[src/rtl/reply_pkg.sv]
// Shared encodings and default timing constants for the reply-frame tracker.
package reply_pkg;

  // One-hot FSM state encoding
  localparam logic [2:0] RT_IDLE  = 3'b001;
  localparam logic [2:0] RT_RECV  = 3'b010;
  localparam logic [2:0] RT_QUIET = 3'b100;

  typedef enum logic [2:0] {
    S_IDLE  = RT_IDLE,
    S_RECV  = RT_RECV,
    S_QUIET = RT_QUIET
  } rt_state_e;

  // Default limits at a 12 MHz system clock
  localparam int RT_GAP_1MS     = 12000;
  localparam int RT_QUIET_200US = 2400;

  // Timer width: enough bits to reach the larger terminal count, plus one spare
  function automatic int rt_timer_w(input int a, input int b);
    return $clog2((a > b) ? a : b) + 1;
  endfunction

endpackage

[src/rtl/reply_tracker_if.sv]
// Control/status bundle between the RS422 receive control and the reply tracker.
interface reply_tracker_if #(
  parameter int LEN_W = 10
);
  logic [2:0]       st;
  logic             newreply;
  logic             wen;
  logic [LEN_W-1:0] exp_len;
  logic             reply;
  logic [LEN_W-1:0] byte_cnt;
  logic             done;
  logic             ok;
  logic             err_gap;
  logic             err_abort;

  modport master (
    output st, newreply, wen, exp_len,
    input  reply, byte_cnt, done, ok, err_gap, err_abort
  );

  modport slave (
    input  st, newreply, wen, exp_len,
    output reply, byte_cnt, done, ok, err_gap, err_abort
  );
endinterface

[src/rtl/reply_timer.sv]
// Up-counter with synchronous clear; holds at and flags the terminal count.
module reply_timer #(
  parameter int W    = 15,
  parameter int TERM = 12000
) (
  input  logic clk,
  input  logic rst_n,
  input  logic i_clr,
  input  logic i_en,
  output logic o_expire
);

  logic [W-1:0] r_cnt;

  assign o_expire = (r_cnt == W'(TERM));

  // Count up while enabled, stopping at the terminal count so it never wraps
  always_ff @(posedge clk or negedge rst_n) begin
    // NOTE: clocked state uses non-blocking assignments so every register
    // samples pre-edge values regardless of process ordering.
    if (!rst_n) begin
      r_cnt <= '0;
    end else if (i_clr) begin
      r_cnt <= '0;
    end else if (i_en && !o_expire) begin
      r_cnt <= r_cnt + 1'b1;
    end
  end

endmodule

[src/rtl/reply_tracker.sv]
// Reply-frame tracker: arms on a reply strobe, counts bytes against a latched
// length, enforces the inter-byte gap and post-frame quiet window.
module reply_tracker
  import reply_pkg::*;
#(
  parameter int         LEN_W     = 10,
  parameter logic [2:0] ARM_ST    = 3'b001,
  parameter int         GAP_CYC   = RT_GAP_1MS,
  parameter int         QUIET_CYC = RT_QUIET_200US
) (
  input  logic           clk,
  input  logic           rst_n,
  reply_tracker_if.slave bus
);

  localparam int TMR_W = rt_timer_w(GAP_CYC, QUIET_CYC);

  rt_state_e        r_state, w_state_nxt;
  logic [LEN_W-1:0] r_len, w_len_nxt;
  logic [LEN_W-1:0] r_byte_cnt, w_cnt_nxt, w_cnt_inc, w_cnt_sat;
  logic             r_ovr, w_ovr_nxt;
  logic             r_done, w_done_nxt;
  logic             r_ok, w_ok_nxt;
  logic             r_err_gap, w_err_gap_nxt;
  logic             r_err_abort, w_err_abort_nxt;

  logic w_arm, w_in_idle, w_in_recv, w_in_quiet;
  logic w_gap_clr, w_gap_expire, w_quiet_clr, w_quiet_expire;

  assign w_arm      = bus.newreply && (bus.st == ARM_ST);
  assign w_in_idle  = (r_state == S_IDLE);
  assign w_in_recv  = (r_state == S_RECV);
  assign w_in_quiet = (r_state == S_QUIET);
  assign w_cnt_inc  = r_byte_cnt + 1'b1;
  assign w_cnt_sat  = (&r_byte_cnt) ? r_byte_cnt : w_cnt_inc;

  // Timers sit at zero outside their state, so entering the state starts from 0;
  // a byte or a reply strobe restarts them.
  assign w_gap_clr   = !w_in_recv  || bus.wen || bus.newreply;
  assign w_quiet_clr = !w_in_quiet || bus.wen || bus.newreply;

  reply_timer #(.W(TMR_W), .TERM(GAP_CYC)) u_gap_timer (
    .clk      (clk),
    .rst_n    (rst_n),
    .i_clr    (w_gap_clr),
    .i_en     (w_in_recv),
    .o_expire (w_gap_expire)
  );

  reply_timer #(.W(TMR_W), .TERM(QUIET_CYC)) u_quiet_timer (
    .clk      (clk),
    .rst_n    (rst_n),
    .i_clr    (w_quiet_clr),
    .i_en     (w_in_quiet),
    .o_expire (w_quiet_expire)
  );

  // Next-state and pulse decode; newreply outranks bytes, bytes outrank timers
  always_comb begin
    // NOTE: every output of this block gets a default first, so no path
    // leaves a variable unassigned and no latch is inferred.
    w_state_nxt     = r_state;
    w_len_nxt       = r_len;
    w_cnt_nxt       = r_byte_cnt;
    w_ovr_nxt       = r_ovr;
    w_done_nxt      = 1'b0;
    w_ok_nxt        = 1'b0;
    w_err_gap_nxt   = 1'b0;
    w_err_abort_nxt = 1'b0;

    if (bus.newreply && !w_in_idle) begin
      w_err_abort_nxt = 1'b1;
    end

    if (w_arm) begin
      w_len_nxt   = bus.exp_len;
      w_cnt_nxt   = '0;
      w_ovr_nxt   = 1'b0;
      w_state_nxt = (bus.exp_len == '0) ? S_QUIET : S_RECV;
    end else if (bus.newreply) begin
      w_state_nxt = S_IDLE;
    end else begin
      unique case (r_state)
        S_IDLE: begin
          // bytes outside a frame are ignored
        end
        S_RECV: begin
          if (bus.wen) begin
            w_cnt_nxt = w_cnt_inc;
            if (w_cnt_inc == r_len) begin
              w_state_nxt = S_QUIET;
            end
          end else if (w_gap_expire) begin
            w_err_gap_nxt = 1'b1;
            w_state_nxt   = S_IDLE;
          end
        end
        S_QUIET: begin
          if (bus.wen) begin
            w_ovr_nxt = 1'b1;
            w_cnt_nxt = w_cnt_sat;
          end else if (w_quiet_expire) begin
            w_done_nxt  = 1'b1;
            w_ok_nxt    = ~r_ovr;
            w_state_nxt = S_IDLE;
          end
        end
        default: w_state_nxt = S_IDLE;
      endcase
    end
  end

  // State, frame bookkeeping and registered status pulses
  always_ff @(posedge clk or negedge rst_n) begin
    if (!rst_n) begin
      r_state     <= S_IDLE;
      r_len       <= '0;
      r_byte_cnt  <= '0;
      r_ovr       <= 1'b0;
      r_done      <= 1'b0;
      r_ok        <= 1'b0;
      r_err_gap   <= 1'b0;
      r_err_abort <= 1'b0;
    end else begin
      r_state     <= w_state_nxt;
      r_len       <= w_len_nxt;
      r_byte_cnt  <= w_cnt_nxt;
      r_ovr       <= w_ovr_nxt;
      r_done      <= w_done_nxt;
      r_ok        <= w_ok_nxt;
      r_err_gap   <= w_err_gap_nxt;
      r_err_abort <= w_err_abort_nxt;
    end
  end

  assign bus.reply     = !w_in_idle || bus.newreply;
  assign bus.byte_cnt  = r_byte_cnt;
  assign bus.done      = r_done;
  assign bus.ok        = r_ok;
  assign bus.err_gap   = r_err_gap;
  assign bus.err_abort = r_err_abort;

endmodule

[src/flat_wrapper.sv]
// flat-port wrapper written by rule: the top's interface ports become plain ports
module reply_tracker_flat import reply_pkg::*;
#(
  parameter int         LEN_W     = 10,
  parameter logic [2:0] ARM_ST    = 3'b001,
  parameter int         GAP_CYC   = RT_GAP_1MS,
  parameter int         QUIET_CYC = RT_QUIET_200US
)
  (clk, rst_n, bus_st, bus_newreply, bus_wen, bus_exp_len, bus_reply, bus_byte_cnt, bus_done, bus_ok, bus_err_gap, bus_err_abort);
  reply_tracker_if #(.LEN_W(LEN_W)) bus_i ();
  input  logic clk;
  input  logic rst_n;
  input wire logic [$bits(bus_i.st)-1:0] bus_st;
  input wire logic [$bits(bus_i.newreply)-1:0] bus_newreply;
  input wire logic [$bits(bus_i.wen)-1:0] bus_wen;
  input wire logic [$bits(bus_i.exp_len)-1:0] bus_exp_len;
  output wire logic [$bits(bus_i.reply)-1:0] bus_reply;
  output wire logic [$bits(bus_i.byte_cnt)-1:0] bus_byte_cnt;
  output wire logic [$bits(bus_i.done)-1:0] bus_done;
  output wire logic [$bits(bus_i.ok)-1:0] bus_ok;
  output wire logic [$bits(bus_i.err_gap)-1:0] bus_err_gap;
  output wire logic [$bits(bus_i.err_abort)-1:0] bus_err_abort;
  assign bus_i.st = bus_st;
  assign bus_i.newreply = bus_newreply;
  assign bus_i.wen = bus_wen;
  assign bus_i.exp_len = bus_exp_len;
  assign bus_reply = bus_i.reply;
  assign bus_byte_cnt = bus_i.byte_cnt;
  assign bus_done = bus_i.done;
  assign bus_ok = bus_i.ok;
  assign bus_err_gap = bus_i.err_gap;
  assign bus_err_abort = bus_i.err_abort;
  reply_tracker #(.LEN_W(LEN_W), .ARM_ST(ARM_ST), .GAP_CYC(GAP_CYC), .QUIET_CYC(QUIET_CYC)) u_core (.clk(clk), .rst_n(rst_n), .bus(bus_i));
endmodule
[config.mk]
export PLATFORM = sky130hd
export DESIGN_NAME = reply_tracker_flat
export DESIGN_NICKNAME = d
export VERILOG_FILES = /design/src/rtl/reply_pkg.sv /design/src/rtl/reply_tracker_if.sv /design/src/rtl/reply_timer.sv /design/src/rtl/reply_tracker.sv /design/src/flat_wrapper.sv
export SDC_FILE = /design/constraint.sdc
export NUM_CORES = 1
export LEC_CHECK = 0
export BUFFER_PORTS_ARGS = -buffer_cell sky130_fd_sc_hd__buf_2
export CAP_MARGIN = 25
export CORE_MARGIN = 2
export CORE_UTILIZATION = 35
export CTS_CLUSTER_DIAMETER = 80
export DETAILED_ROUTE_END_ITERATION = 10
export PLACE_DENSITY = 0.55
export SLEW_MARGIN = 20
export SYNTH_ARGS = -nofsm -noshare
export SYNTH_HDL_FRONTEND = slang
export SYNTH_HIERARCHICAL = 1
export SYNTH_SLANG_ARGS = --single-unit
[constraint.sdc]
create_clock -name clk -period 2.37 [get_ports clk]
set_clock_uncertainty 0.05 [all_clocks]
set_input_delay 0.1185 -clock clk [delete_from_list [all_inputs] [get_ports clk]]
set_output_delay 0.1185 -clock clk [all_outputs]
set_load 0.03 [all_outputs]
==> impl.org <==
** Synthesis
- The commonest cells after synthesis are sky130_fd_sc_hd__dfrtp_1 (57), sky130_fd_sc_hd__nand2_1 (45), sky130_fd_sc_hd__nor2_1 (36).
- Distinct cells, synth :: 50
- The share of the Yosys chip area taken by registers is 45.4%.
- Synthesis produced 349 cells.
- In this run, synthesis produced a sequential element count of 58.
- The number of nets handed over by synthesis was 371.
- Yosys instantiated no cell more often than sky130_fd_sc_hd__dfrtp_1.
- The most used flip-flop cell after synthesis is sky130_fd_sc_hd__dfrtp_1.
- A synthesized cell averages 9.16 sq um.
- Yosys printed 6 warnings.
- Counting flops with an async set or reset pin after synthesis yields a share of 100%.
- Cell type contributing the most total cell area after synthesis :: sky130_fd_sc_hd__dfrtp_1
- By area the synthesized netlist is led by sky130_fd_sc_hd__dfrtp_1 (45%), sky130_fd_sc_hd__nand2_1 (5.3%), sky130_fd_sc_hd__xnor2_1 (5.2%), sky130_fd_sc_hd__nor2_1 (4.2%), sky130_fd_sc_hd__nand3_1 (3.1%).
- Number of synthesized flops with an enable pin :: 0
- Summed over its instances, the top area cell type makes up 44.6% of the synthesized netlist area.
- Synthesized area :: 3200 sq um

** Place
- In this run the cell area measured after placement is around 3500 sq um.
- At the end of routability-driven placement, the weighted congestion stood at 0.768.
- The HPWL after detailed placement is 5090 um.
- Timing analysis after detailed placement gives a worst setup slack of -0.0526 ns.
- Input and output buffers added on the ports amount to 31.

** Layout
- The number of antenna diodes in the final layout is 0.
- Filler Cell Count :: 875
- Synthesis-to-layout area growth :: 25.4%
- For this run, the post-layout net count is 431.
- Cells fill a little under half of the core in the end.
- Design area :: 4010 sq um
- Fraction of final layout cells sized beyond drive strength 1 :: 19.8%

** Critical path
- Nature of the critical path startpoint :: flop
- Arrival @ worst endpoint :: around 2.4 ns
- The worst register-to-register path has a setup slack of between 0.1 and 0.15 ns.
- Worst flop-to-flop path startpoint :: u_core/u_gap_timer/r_cnt[0]
- Highest fanout seen on the critical path :: 4
- In this run the critical register-to-register path is captured at u_core/r_state[1].
- Worst Reg-to-Reg Cells :: 8
- For the worst setup path, the data required time is 2.53 ns.
- Critical Path End Type :: flop
- The critical path in this run is classified as reg -> reg.

** Floorplan
- Die footprint :: 9910 sq um
- The die is 99.6 um tall.
- The die is around 100 um wide.
- Initial Utilization :: between 30% and 40%
- Number of standard-cell rows in the floorplan :: 34
- Placeable core region :: 8810 sq um
- Total I/O pin count :: 32

** Clock network
- Clock-pin slew reported for the worst setup and hold paths after clock tree synthesis :: 0.07 ns
- The later pin in the worst-skew pair is clocked with a latency of 0.34 ns.
- Number of sinks on the clock net :: 58
- Counting the buffers created by CTS gives 9.
- The clock passes through at most 2 buffers.
- CTS built an H-tree with a depth of 3.
- TritonCTS built the clock tree.
- The root buffer cell chosen for the clock tree is sky130_fd_sc_hd__clkbuf_8.

** Routing
- For this block, the routed nets add up to 7350 um of wire.
- In the routed layout, each cell is associated on average with a via count of 5.15.
- Residual DRC :: 0
- Vias after detailed routing :: between 2000 and 3000
- Number of DRC markers in iteration 0 :: 159
- After detailed routing, the average wire length per cell comes to around 14 um.
- Number of iterations in the first detailed-routing pass :: 4
- In this run the remaining antenna-violating nets after routing total 0.

** Timing
- At the pin with the least slew margin, the transition time is 0.496 ns.
- Min setup slack post-route :: 0.143 ns
- Timing would allow up to approximately 0.45 GHz.
- Unrepaired setup endpoints after global routing :: no
- The worst path in the final design needs a cycle of roughly 2.2 ns, including I/O delays and setup.
- Of the available clock period, the critical path in the final layout requires a little over nine tenths.
- Final Setup Violations :: 0
- The max-slew violation total from the final report came to 0.
- The worst pin sits at a relative slew slack of 66.6%.
- Hold Violations, Final :: 0

** Power and ir drop
- Power comes to roughly 2.5 mW.
- Max rail drop VDD :: 0.331 mV
- In this run, the clock network consumes 45.2% of the power.
- Pleak :: 1.74 nW
- Combinational logic is responsible for 11.4% of the overall power.
- Ratio of total power to cell area :: 634 nW/um^2
- Internal power comes to about 1.9 mW.
- For this design the total switching power over the nets is 0.642 mW.
- Sequential cells burn a little over two fifths of the power.
- Switching Fraction :: 25.3%

** Global route
- Vias in the first global route :: 2633
- Number of antenna violations at the first check in global routing :: 0
- Overall routing resource usage :: about 16%
- Global-route wire length before repair :: 12800 um
- Summed over all layers, the global routing overflow is 0.
- Entering global routing, the biggest net connects 59 pins.

** Worst hold path
- The worst hold path passes through 2 cells.
- The path with the worst hold slack has its endpoint at u_core/bus.err_abort.
- Kind of path behind the tightest hold check :: in -> reg
- In this run the most critical hold path is launched from bus_newreply.

** Job
- Across the run, the number of max-cap violations was 0.

** Status
- Run status :: finished, final reports clean
==> area by class of cell <==
cell class,instances,area (sq um),area share [%]
Clock buffer,10,138,3.43
Clock inverter,6,114,2.84
Inverter,14,52.6,1.31
Multi-Input combinational cell,266,1700,42.5
Sequential cell,58,1450,36.2
Tap cell,108,135,3.37
Timing Repair Buffer,60,415,10.4
==> metrics by stage <==
stage / std cells / setup TNS (ns) / hold slack (ns)
2_1_floorplan: 349 / 0 / -0.227
3_3_place_gp: 490 / 0 / 0.104
3_5_place_dp: 490 / -0.0632 / 0.104
5_1_grt: 522 / 0 / 0.0267
6_report: 522 / 0 / 0.0516
4_1_cts: 518 / 0 / 0.00640
==> cell usage in the layout (no fill, tap or decap), types with 4 or more instances in the layout <==
cell,n
sky130_fd_sc_hd__clkbuf_8,10
sky130_fd_sc_hd__or3_1,8
sky130_fd_sc_hd__and3_1,5
sky130_fd_sc_hd__nor2b_1,6
sky130_fd_sc_hd__inv_1,12
sky130_fd_sc_hd__o21ai_0,11
sky130_fd_sc_hd__xor2_1,11
sky130_fd_sc_hd__nand4_1,9
sky130_fd_sc_hd__o31ai_1,5
sky130_fd_sc_hd__a21oi_1,11
sky130_fd_sc_hd__or4_1,7
sky130_fd_sc_hd__nor4_1,4
sky130_fd_sc_hd__buf_4,16
sky130_fd_sc_hd__nor3_1,5
sky130_fd_sc_hd__ha_1,4
sky130_fd_sc_hd__nor2_1,36
sky130_fd_sc_hd__buf_2,31
sky130_fd_sc_hd__o21ai_1,10
sky130_fd_sc_hd__nand2b_1,5
sky130_fd_sc_hd__dfrtp_1,57
sky130_fd_sc_hd__nand3_1,20
sky130_fd_sc_hd__dlygate4sd3_1,12
sky130_fd_sc_hd__nand2_1,45
sky130_fd_sc_hd__xnor2_1,19
==> cell families (layout without fill, tap and decap cells) <==
logic type	after synthesis	count (layout)	synth area share, %
and+or+nand+nor	173	173	28.9
AOI/OAI and AO/OA	52	52	10.1
buffers and inverters	25	90	3.37
muxes	6	6	2.00
xor gates and xnor gates	30	30	8.22
adders and majority gates	5	5	1.96
DFF	58	58	45.4
==> power by group through the flow <==
stage	registers, mW	logic (mW)	clock network (mW)
after global placement	1.12	0.268	0
after detailed placement	1.12	0.267	0
after global routing	1.11	0.329	1.23
final	1.10	0.289	1.15
after CTS	1.10	0.285	1.18
after floorplan	1.13	0.152	0
==> sequential cells by signal, summed over array words and instances (netlist names) <==
register,count
u_core/bus.err_gap,1
u_core/bus.ok,1
u_core/bus.err_abort,1
u_core/bus.done,1
u_core/u_quiet_timer/r_cnt,15
u_core/r_len,10
u_core/bus.byte_cnt,10
u_core/r_ovr,1
u_core/u_gap_timer/r_cnt,15
u_core/r_state,3
==> worst max path at each step <==
stage | slack, ns | from | endpoint
global placement | 0.13 | u_core/u_quiet_timer/r_cnt[0] | u_core/r_state[1]
floorplan | 0.18 | u_core/u_gap_timer/r_cnt[0] | u_core/r_state[1]
CTS | 0.002 | u_core/u_gap_timer/r_cnt[0] | u_core/r_state[1]
finish | 0.14 | u_core/u_gap_timer/r_cnt[0] | u_core/r_state[1]
detailed placement | -0.05 | u_core/u_quiet_timer/r_cnt[0] | u_core/r_state[1]
global route | 0.02 | u_core/u_quiet_timer/r_cnt[0] | u_core/r_state[1]
==> critical path, stage by stage (launching register included) <==
cell	delay (ns)
sky130_fd_sc_hd__dfrtp_1	0.41
sky130_fd_sc_hd__inv_2	0.07
sky130_fd_sc_hd__ha_2	0.15
sky130_fd_sc_hd__or4bb_4	0.46
sky130_fd_sc_hd__nor4_4	0.31
sky130_fd_sc_hd__o22ai_1	0.13
sky130_fd_sc_hd__nor4_2	0.19
sky130_fd_sc_hd__and4_1	0.25
sky130_fd_sc_hd__o22ai_1	0.08
==> metal layers <==
layer / track usage (%) / routed length, um / part of all wire (%)
met2: 24.4 / 3390 / 46
met1: 22.8 / 3660 / 50
met4: 4.43 / 55 / 0.75
met3: 4.78 / 242 / 3.3
met5: 0 / 0 / 0
==> timing repair <==
item                                    4_1_cts  5_1_grt
buffers inserted                              0        4
pin swaps                                     2        7
endpoints found under the setup margin        2        3
hold buffers                                 12        0
hold endpoints to repair                     68        0
gates resized for setup                       1       14
Note: power is estimated with default switching activity, not from simulation.
